$ cat config.mk
export PLATFORM = sky130hd
export DESIGN_NAME = pipeline_hazard_ctrl
export DESIGN_NICKNAME = d
export VERILOG_FILES = /design/src/rtl/pipeline_hazard_ctrl_pkg.sv /design/src/rtl/pipeline_hazard_ctrl_raw_detect.sv /design/src/rtl/pipeline_hazard_ctrl.sv
export SDC_FILE = /design/constraint.sdc
export NUM_CORES = 1
export LEC_CHECK = 0
export CAP_MARGIN = 0
export CORE_ASPECT_RATIO = 0.6
export CORE_MARGIN = 2
export CORE_UTILIZATION = 25
export CTS_CLUSTER_SIZE = 30
export DETAILED_ROUTE_END_ITERATION = 7
export REMOVE_ABC_BUFFERS = 1
export SLEW_MARGIN = 20
export SYNTH_ARGS = -nofsm -noshare
export SYNTH_HDL_FRONTEND = slang
export SYNTH_HIERARCHICAL = 1
export SYNTH_SLANG_ARGS = --single-unit
$ cat constraint.sdc
create_clock -name clk -period 3.05 [get_ports clk]
set_input_delay 0.4575 -clock clk [delete_from_list [all_inputs] [get_ports clk]]
set_output_delay 0.4575 -clock clk [all_outputs]
set_load 0.05 [all_outputs]
$ cat src/rtl/pipeline_hazard_ctrl_pkg.sv
// Shared pipeline definitions: sequencer state encoding, register index width and the
// bubble value loaded by flushed pipeline registers.
package pipeline_hazard_ctrl_pkg;

    localparam int unsigned REG_W = 5;

    // Every pipeline register clears to this value on flush.
    localparam logic BUBBLE = 1'b0;

    typedef enum logic {
        ST_RUN      = 1'b0,
        ST_MEM_WAIT = 1'b1
    } state_e;

endpackage

$ cat src/rtl/pipeline_hazard_ctrl_raw_detect.sv
// Combinational RAW compare of one ID source register against one downstream stage.
module pipeline_hazard_ctrl_raw_detect #(
    parameter int unsigned REG_W = 5
) (
    input  logic [REG_W-1:0] src,
    input  logic             src_used,
    input  logic [REG_W-1:0] dest,
    input  logic             wb_en,
    output logic             hit
);

    // Register 0 is hard-wired, so it never carries a dependency.
    assign hit = src_used && wb_en && (src != '0) && (src == dest);

endmodule

$ cat src/rtl/pipeline_hazard_ctrl.sv
// Central stall/flush sequencer for the 5-stage pipeline, with saturating stall and
// flush performance counters.
module pipeline_hazard_ctrl #(
    parameter int unsigned REG_W = pipeline_hazard_ctrl_pkg::REG_W,
    parameter int unsigned CNT_W = 16
) (
    input  logic             clk,
    input  logic             rst,
    input  logic [REG_W-1:0] src1_id,
    input  logic [REG_W-1:0] src2_id,
    input  logic             two_src_id,
    input  logic             fwd_en,
    input  logic [REG_W-1:0] exe_dest,
    input  logic             exe_wb_en,
    input  logic             exe_mem_r_en,
    input  logic [REG_W-1:0] mem_dest,
    input  logic             mem_wb_en,
    input  logic             br_taken,
    input  logic             mem_req,
    input  logic             mem_ready,
    output logic             pc_hold,
    output logic             if2id_hold,
    output logic             id2exe_hold,
    output logic             exe2mem_hold,
    output logic             if2id_flush,
    output logic             id2exe_flush,
    output logic             mem2wb_flush,
    output logic             state,
    output logic [CNT_W-1:0] stall_cycles,
    output logic [CNT_W-1:0] flush_events
);
    import pipeline_hazard_ctrl_pkg::*;

    state_e           state_q, state_d;
    logic [CNT_W-1:0] stall_q, stall_d;
    logic [CNT_W-1:0] flush_q, flush_d;

    logic hit1_exe, hit2_exe, hit1_mem, hit2_mem;
    logic data_hazard, mem_wait;

    pipeline_hazard_ctrl_raw_detect #(.REG_W(REG_W)) u_raw_s1_exe (
        .src(src1_id), .src_used(1'b1), .dest(exe_dest), .wb_en(exe_wb_en), .hit(hit1_exe)
    );
    pipeline_hazard_ctrl_raw_detect #(.REG_W(REG_W)) u_raw_s2_exe (
        .src(src2_id), .src_used(two_src_id), .dest(exe_dest), .wb_en(exe_wb_en),
        .hit(hit2_exe)
    );
    pipeline_hazard_ctrl_raw_detect #(.REG_W(REG_W)) u_raw_s1_mem (
        .src(src1_id), .src_used(1'b1), .dest(mem_dest), .wb_en(mem_wb_en), .hit(hit1_mem)
    );
    pipeline_hazard_ctrl_raw_detect #(.REG_W(REG_W)) u_raw_s2_mem (
        .src(src2_id), .src_used(two_src_id), .dest(mem_dest), .wb_en(mem_wb_en),
        .hit(hit2_mem)
    );

    always_comb begin
        // With forwarding only a load in EXE cannot be bypassed in time.
        if (fwd_en) begin
            data_hazard = exe_mem_r_en && (hit1_exe || hit2_exe);
        end else begin
            data_hazard = hit1_exe || hit2_exe || hit1_mem || hit2_mem;
        end

        mem_wait = (state_q == ST_RUN) ? (mem_req && !mem_ready) : !mem_ready;
        state_d  = mem_wait ? ST_MEM_WAIT : ST_RUN;

        pc_hold      = 1'b0;
        if2id_hold   = 1'b0;
        id2exe_hold  = 1'b0;
        exe2mem_hold = 1'b0;
        if2id_flush  = 1'b0;
        id2exe_flush = 1'b0;
        mem2wb_flush = 1'b0;

        // Outputs are forced low while reset is asserted, regardless of inputs.
        if (rst) begin
            state_d = ST_RUN;
        end else if (mem_wait) begin
            pc_hold      = 1'b1;
            if2id_hold   = 1'b1;
            id2exe_hold  = 1'b1;
            exe2mem_hold = 1'b1;
            mem2wb_flush = 1'b1;
        end else if (br_taken) begin
            if2id_flush  = 1'b1;
            id2exe_flush = 1'b1;
        end else if (data_hazard) begin
            pc_hold      = 1'b1;
            if2id_hold   = 1'b1;
            id2exe_flush = 1'b1;
        end

        stall_d = (pc_hold && (stall_q != '1)) ? stall_q + 1'b1 : stall_q;
        flush_d = (if2id_flush && (flush_q != '1)) ? flush_q + 1'b1 : flush_q;
    end

    always_ff @(posedge clk or posedge rst) begin
        if (rst) begin
            state_q <= ST_RUN;
            stall_q <= '0;
            flush_q <= '0;
        end else begin
            state_q <= state_d;
            stall_q <= stall_d;
            flush_q <= flush_d;
        end
    end

    assign state        = logic'(state_q);
    assign stall_cycles = stall_q;
    assign flush_events = flush_q;

endmodule
Yosys cells after proc, flatten, opt, wreduce, memory -nomap -nowiden
Index checks and enable logic that the tools add are counted.
Widths: inputs -> output; s select.

operators by class
  shift-type cells = 0
  divide/modulo/power cells = 0
  $add $sub $neg = 2
  bitwise operators = 0
  mux-type cells = 14
  eq/ne operators = 6
  reduce and logical (&&, ||, !) cells = 20
  magnitude comparators = 0
  multipliers = 0

operators with widths
  kind                   count
  $add 16x1->16 const B  2
  $ne 16x16->1 const B   2
  $eq 5x5->1             4
  $logic_and 1x1->1      14
  $mux 1                 14
  $reduce_bool 5->1      2
  $logic_or 1x1->1       3
  $logic_not 1->1        1

word-level totals
  register bits = 33
  output and inout bits = 40
  latch bits = 0
  memories = 0
  bits in read-only memories = 0
  memory bits (writable) = 0
  word-level logic and storage cells = 45

Longest topological paths before layout
  depth in word-level cells = 12
  gate-level depth with buffers = 9

Hierarchy
Netlist, hierarchy kept.

by module, submodules not included
  module                           area each (µm²)  cells an instance  instances
  pipeline_hazard_ctrl             1,652.8          150                1
  pipeline_hazard_ctrl_raw_detect  76.3             10                 4

Worst setup path before layout
No wires, ideal clock.

  kind = input to register
  start point = input port rst
  end point = register flush_q[1] (netlist: flush_events[1])
  path buffers = 1
  required time = 2,925 ps
  path slack = 284 ps
  stages on the path = 5
  arrival = 2,641 ps
  cell sequence = inv_1 and3_1 clkbuf_1 o21a_1 mux2_2

between the ends
  cells in the longest elaborated chain, start to end = 2

ends and longest elaborated chain
  element                line                         source
  start, declared        pipeline_hazard_ctrl.sv:8    input logic rst,
  $mux 1                 pipeline_hazard_ctrl.sv:76   if (rst) begin
  named net if2id_flush  pipeline_hazard_ctrl.sv:25   output logic if2id_flush,
  $logic_and 1x1->1      pipeline_hazard_ctrl.sv:94   flush_d = (if2id_flush && (flush_q != '1)) ? flush_q + 1'b1 : flush_q;
  end signal, assigned   pipeline_hazard_ctrl.sv:105  flush_q <= flush_d;
  end, declared          pipeline_hazard_ctrl.sv:36   logic [CNT_W-1:0] flush_q, flush_d;

The timed path passes the listed nets, and every way through them passes these cells.
A chain may end at the register's enable or synchronous reset.

Worst setup path in the final report
  start point = input port src1_id[1]
  end point = output port pc_hold

between the ends
  elaborated cells on any way between the ends = 16
  classes of those cells = 2 x eq/ne; 5 x mux; 9 x reduce/logical

RTL lines
  element                          line                                   source
  start, declared                  pipeline_hazard_ctrl.sv:9              input logic [REG_W-1:0] src1_id,
  $reduce_bool 5->1                pipeline_hazard_ctrl_raw_detect.sv:13  assign hit = src_used && wb_en && (src != '0) && (src == dest);
  $logic_and 1x1->1                pipeline_hazard_ctrl_raw_detect.sv:13
  $logic_and 1x1->1 *              pipeline_hazard_ctrl_raw_detect.sv:13
  named net hit1_mem               pipeline_hazard_ctrl.sv:38             logic hit1_exe, hit2_exe, hit1_mem, hit2_mem;
  $logic_or 1x1->1 * (2 in a row)  pipeline_hazard_ctrl.sv:61             data_hazard = hit1_exe || hit2_exe || hit1_mem || hit2_mem;
  $mux 1 *                         pipeline_hazard_ctrl.sv:58             if (fwd_en) begin
  $mux 1 *                         pipeline_hazard_ctrl.sv:87             end else if (data_hazard) begin
  $mux 1 *                         pipeline_hazard_ctrl.sv:84             end else if (br_taken) begin
  $mux 1 *                         pipeline_hazard_ctrl.sv:78             end else if (mem_wait) begin
  $mux 1 *                         pipeline_hazard_ctrl.sv:76
  end, declared                    pipeline_hazard_ctrl.sv:21             output logic pc_hold,

Mark *: on every way through the listed nets, which the timed path passes. The rest lies on a longest branch.

==> run metrics <==
synthesized area 1960 µm²; Pins Over Slew Limit 0; ANT nets after route 0; R2R Path Start stall_cycles[0]; pin slew with the least headroom to its limit 0.511 ns; DR vias/cell 4.47; Hold Fails Final Rpt 0; #FFs+latches synth 33; CTS Root Cell clkbuf_16; crit path DAT 2.46 ns; Placer Congestion 0.954; Routed WL per cell 14.0 µm; Leak 1.23 nW; fill cell count 713; mean post-synth cell area 10.3 µm²; clk_skew 0.00685 ns; antenna cells 0; Setup crit end kind primary output; Clock Pin Slew Worst Setup and Hold Paths 0.06 ns; TritonCTS sink count 33; hold path depth 1; DR pass1 iterations 4; Core Rows 24; CP max FO 4; Power Density 597 nW/µm²; HP Class flip-flop to flip-flop; Total GRT Usage 0.130; CP startpoint kind input port; Inst Count DP 361; Design Power 1.81 mW; GRT busiest layer met1; fin crit share 0.956; Yosys cell types 34; Post-Route WL 5.20 mm; Die ar. 8580 µm²; R2R Setup Slk 1.18 ns; crit path to pc_hold; r2r worst-path depth 6; Max VDD drop 0.000427 V; Die Y 72.6 µm; P&R area growth vs syn 54.6%; # nets final 298; cell area after layout 3030 µm²; Port-buffer cells 69; initial antenna violation count 0; Setup-failing EPs final 0; Max Cap Viol 0; Max Root-Sink Buffers 2; worst-skew pair later-pin latency 0.27 ns; fin crit period 2.92 ns; GRT met2 Usage 0.179; vias post-DR 1658; Synth Warn # 6; Iter 0 DRT Violations 88; register area share after synthesis 0.422; Setup Crit Path Kind input port to primary output; share of cells above drive strength 1 0.116; I/O pin cnt 70; GRT met3 Usage 0.0464; first-pass GRT wire length 8.78 mm; Post-DP HPWL 4.13 mm; Synth Flop Type dfrtp_1; GRT overflow 0; FFs w/ async S/R, synth 1.00; Required @ worst endpoint 2.59 ns; Worst Setup SP src1_id[1]; Place WS 0.0214 ns; Mapped Cells 190; Setup TNS Final 0 ns; met1 usage 0.191; vias in the first global route 1719; largest net degree at the start of global routing 20; setup ws final 0.135 ns; FMAX 343 MHz; cts bufs inserted 5; status finished, final reports clean; slew margin rel. 0.658; core footprint 7420 µm²; Starting Density 0.264; CTS tree done; fin cells 371; Die Wd 118 µm; Reg-to-Reg End stall_cycles[1]; htree depth 2; dpl cell area 2830 µm²; post-route DRC violation count 0; Post-synth EDFFs 0
[Yosys cell counts (2+ instances only)]
library cell | count | area share
a21oi_1 | 4 | 0.010
and3_1 | 7 | 0.022
and4_1 | 4 | 0.018
buf_4 | 3 | 0.012
clkbuf_1 | 2 | 0.0038
dfrtp_1 | 33 | 0.42
ha_1 | 2 | 0.013
inv_1 | 8 | 0.015
mux2_2 | 2 | 0.012
nand2_1 | 13 | 0.025
nand3_1 | 11 | 0.028
nand4_1 | 14 | 0.045
nor2_1 | 8 | 0.015
nor3b_2 | 4 | 0.026
nor4_1 | 4 | 0.013
o2111ai_1 | 5 | 0.022
o21ai_0 | 4 | 0.010
o21bai_1 | 3 | 0.012
xnor2_1 | 37 | 0.17
xor2_1 | 8 | 0.036
[what timing repair did]
item	4_1_cts	5_1_grt
hold buffers	0	0
setup buffers	0	2
setup endpoints to repair	0	2
resized for setup	0	2
[sequential cells by signal (all words and copies together) (netlist names)]
name / cells
flush_events: 16
stall_cycles: 16
state: 1
[report_power, final]
group / total, mW / switching (mW) / internal [mW]
clock network: 0.584 / 0.176 / 0.408
registers: 0.600 / 0.0953 / 0.505
logic: 0.623 / 0.379 / 0.244
[per-stage QoR]
step,util,hold slack (ns)
2_1_floorplan,-,0.617
3_3_place_gp,0.382,0.487
3_5_place_dp,0.382,0.490
4_1_cts,0.405,0.497
5_1_grt,0.408,0.515
6_report,0.408,0.495
[worst min path at each step]
stage | from | end | slack (ns)
after global placement | flush_events[10] | flush_events[10] | 0.49
after global routing | flush_events[10] | flush_events[10] | 0.52
after floorplan | rst | flush_events[0] | 0.62
after CTS | flush_events[10] | flush_events[10] | 0.50
after detailed placement | flush_events[10] | flush_events[10] | 0.49
final | flush_events[10] | flush_events[10] | 0.49
[cell type report]
cell class	instances	area (µm²)	area share
repair buffers	74	801	0.265
clock inverters	1	30.0	0.00992
multi-input cells	144	1070	0.353
flip-flops and latches	33	826	0.273
well taps	104	130	0.0430
clock buffers	7	143	0.0471
inverters	8	30.0	0.00992
[cells by family (layout without fill, tap and decap cells)]
logic type      after synthesis  count (layout)  synth area share
xor+xnor                     45              45             0.201
simple gates                 71              71             0.221
fa+ha+maj                     2               2            0.0128
compound gates               22              22            0.0933
mux                           2               2            0.0115
buf+inv                      14              90            0.0364
flops                        33              33             0.422
other cells                   1               2           0.00192
[routing by layer]
metal	up-vias	part of all wire
met4	0	0.0085
met5	-	0
met2	50	0.39
met1	766	0.53
li1	836	-
met3	6	0.070
[cell usage in the layout (no fill, tap or decap), types with 2 or more instances in the layout]
master / Yosys / routed
clkdlybuf4s50_1: 0 / 61
xnor2_1: 37 / 37
dfrtp_1: 33 / 33
nand4_1: 14 / 14
nand2_1: 13 / 12
nand3_1: 11 / 11
inv_1: 8 / 8
nor2_1: 8 / 8
xor2_1: 8 / 8
and3_1: 7 / 7
buf_12: 0 / 7
o2111ai_1: 5 / 5
clkbuf_16: 0 / 5
buf_4: 3 / 5
and4_1: 4 / 4
a21oi_1: 4 / 4
nor4_1: 4 / 4
o21ai_0: 4 / 4
nor3b_2: 4 / 4
o21bai_1: 3 / 3
mux2_2: 2 / 2
ha_1: 2 / 2
conb_1: 1 / 2
[worst max-delay path: stages]
cell and delay (ns):
clkdlybuf4s50_1 0.60, xnor2_1 0.16, nand3_1 0.12, nor3b_2 0.20, o21bai_1 0.12, a2111o_1 0.47, nand2_2 0.17, buf_12 0.15
Note: power is estimated with default switching activity, not from simulation.
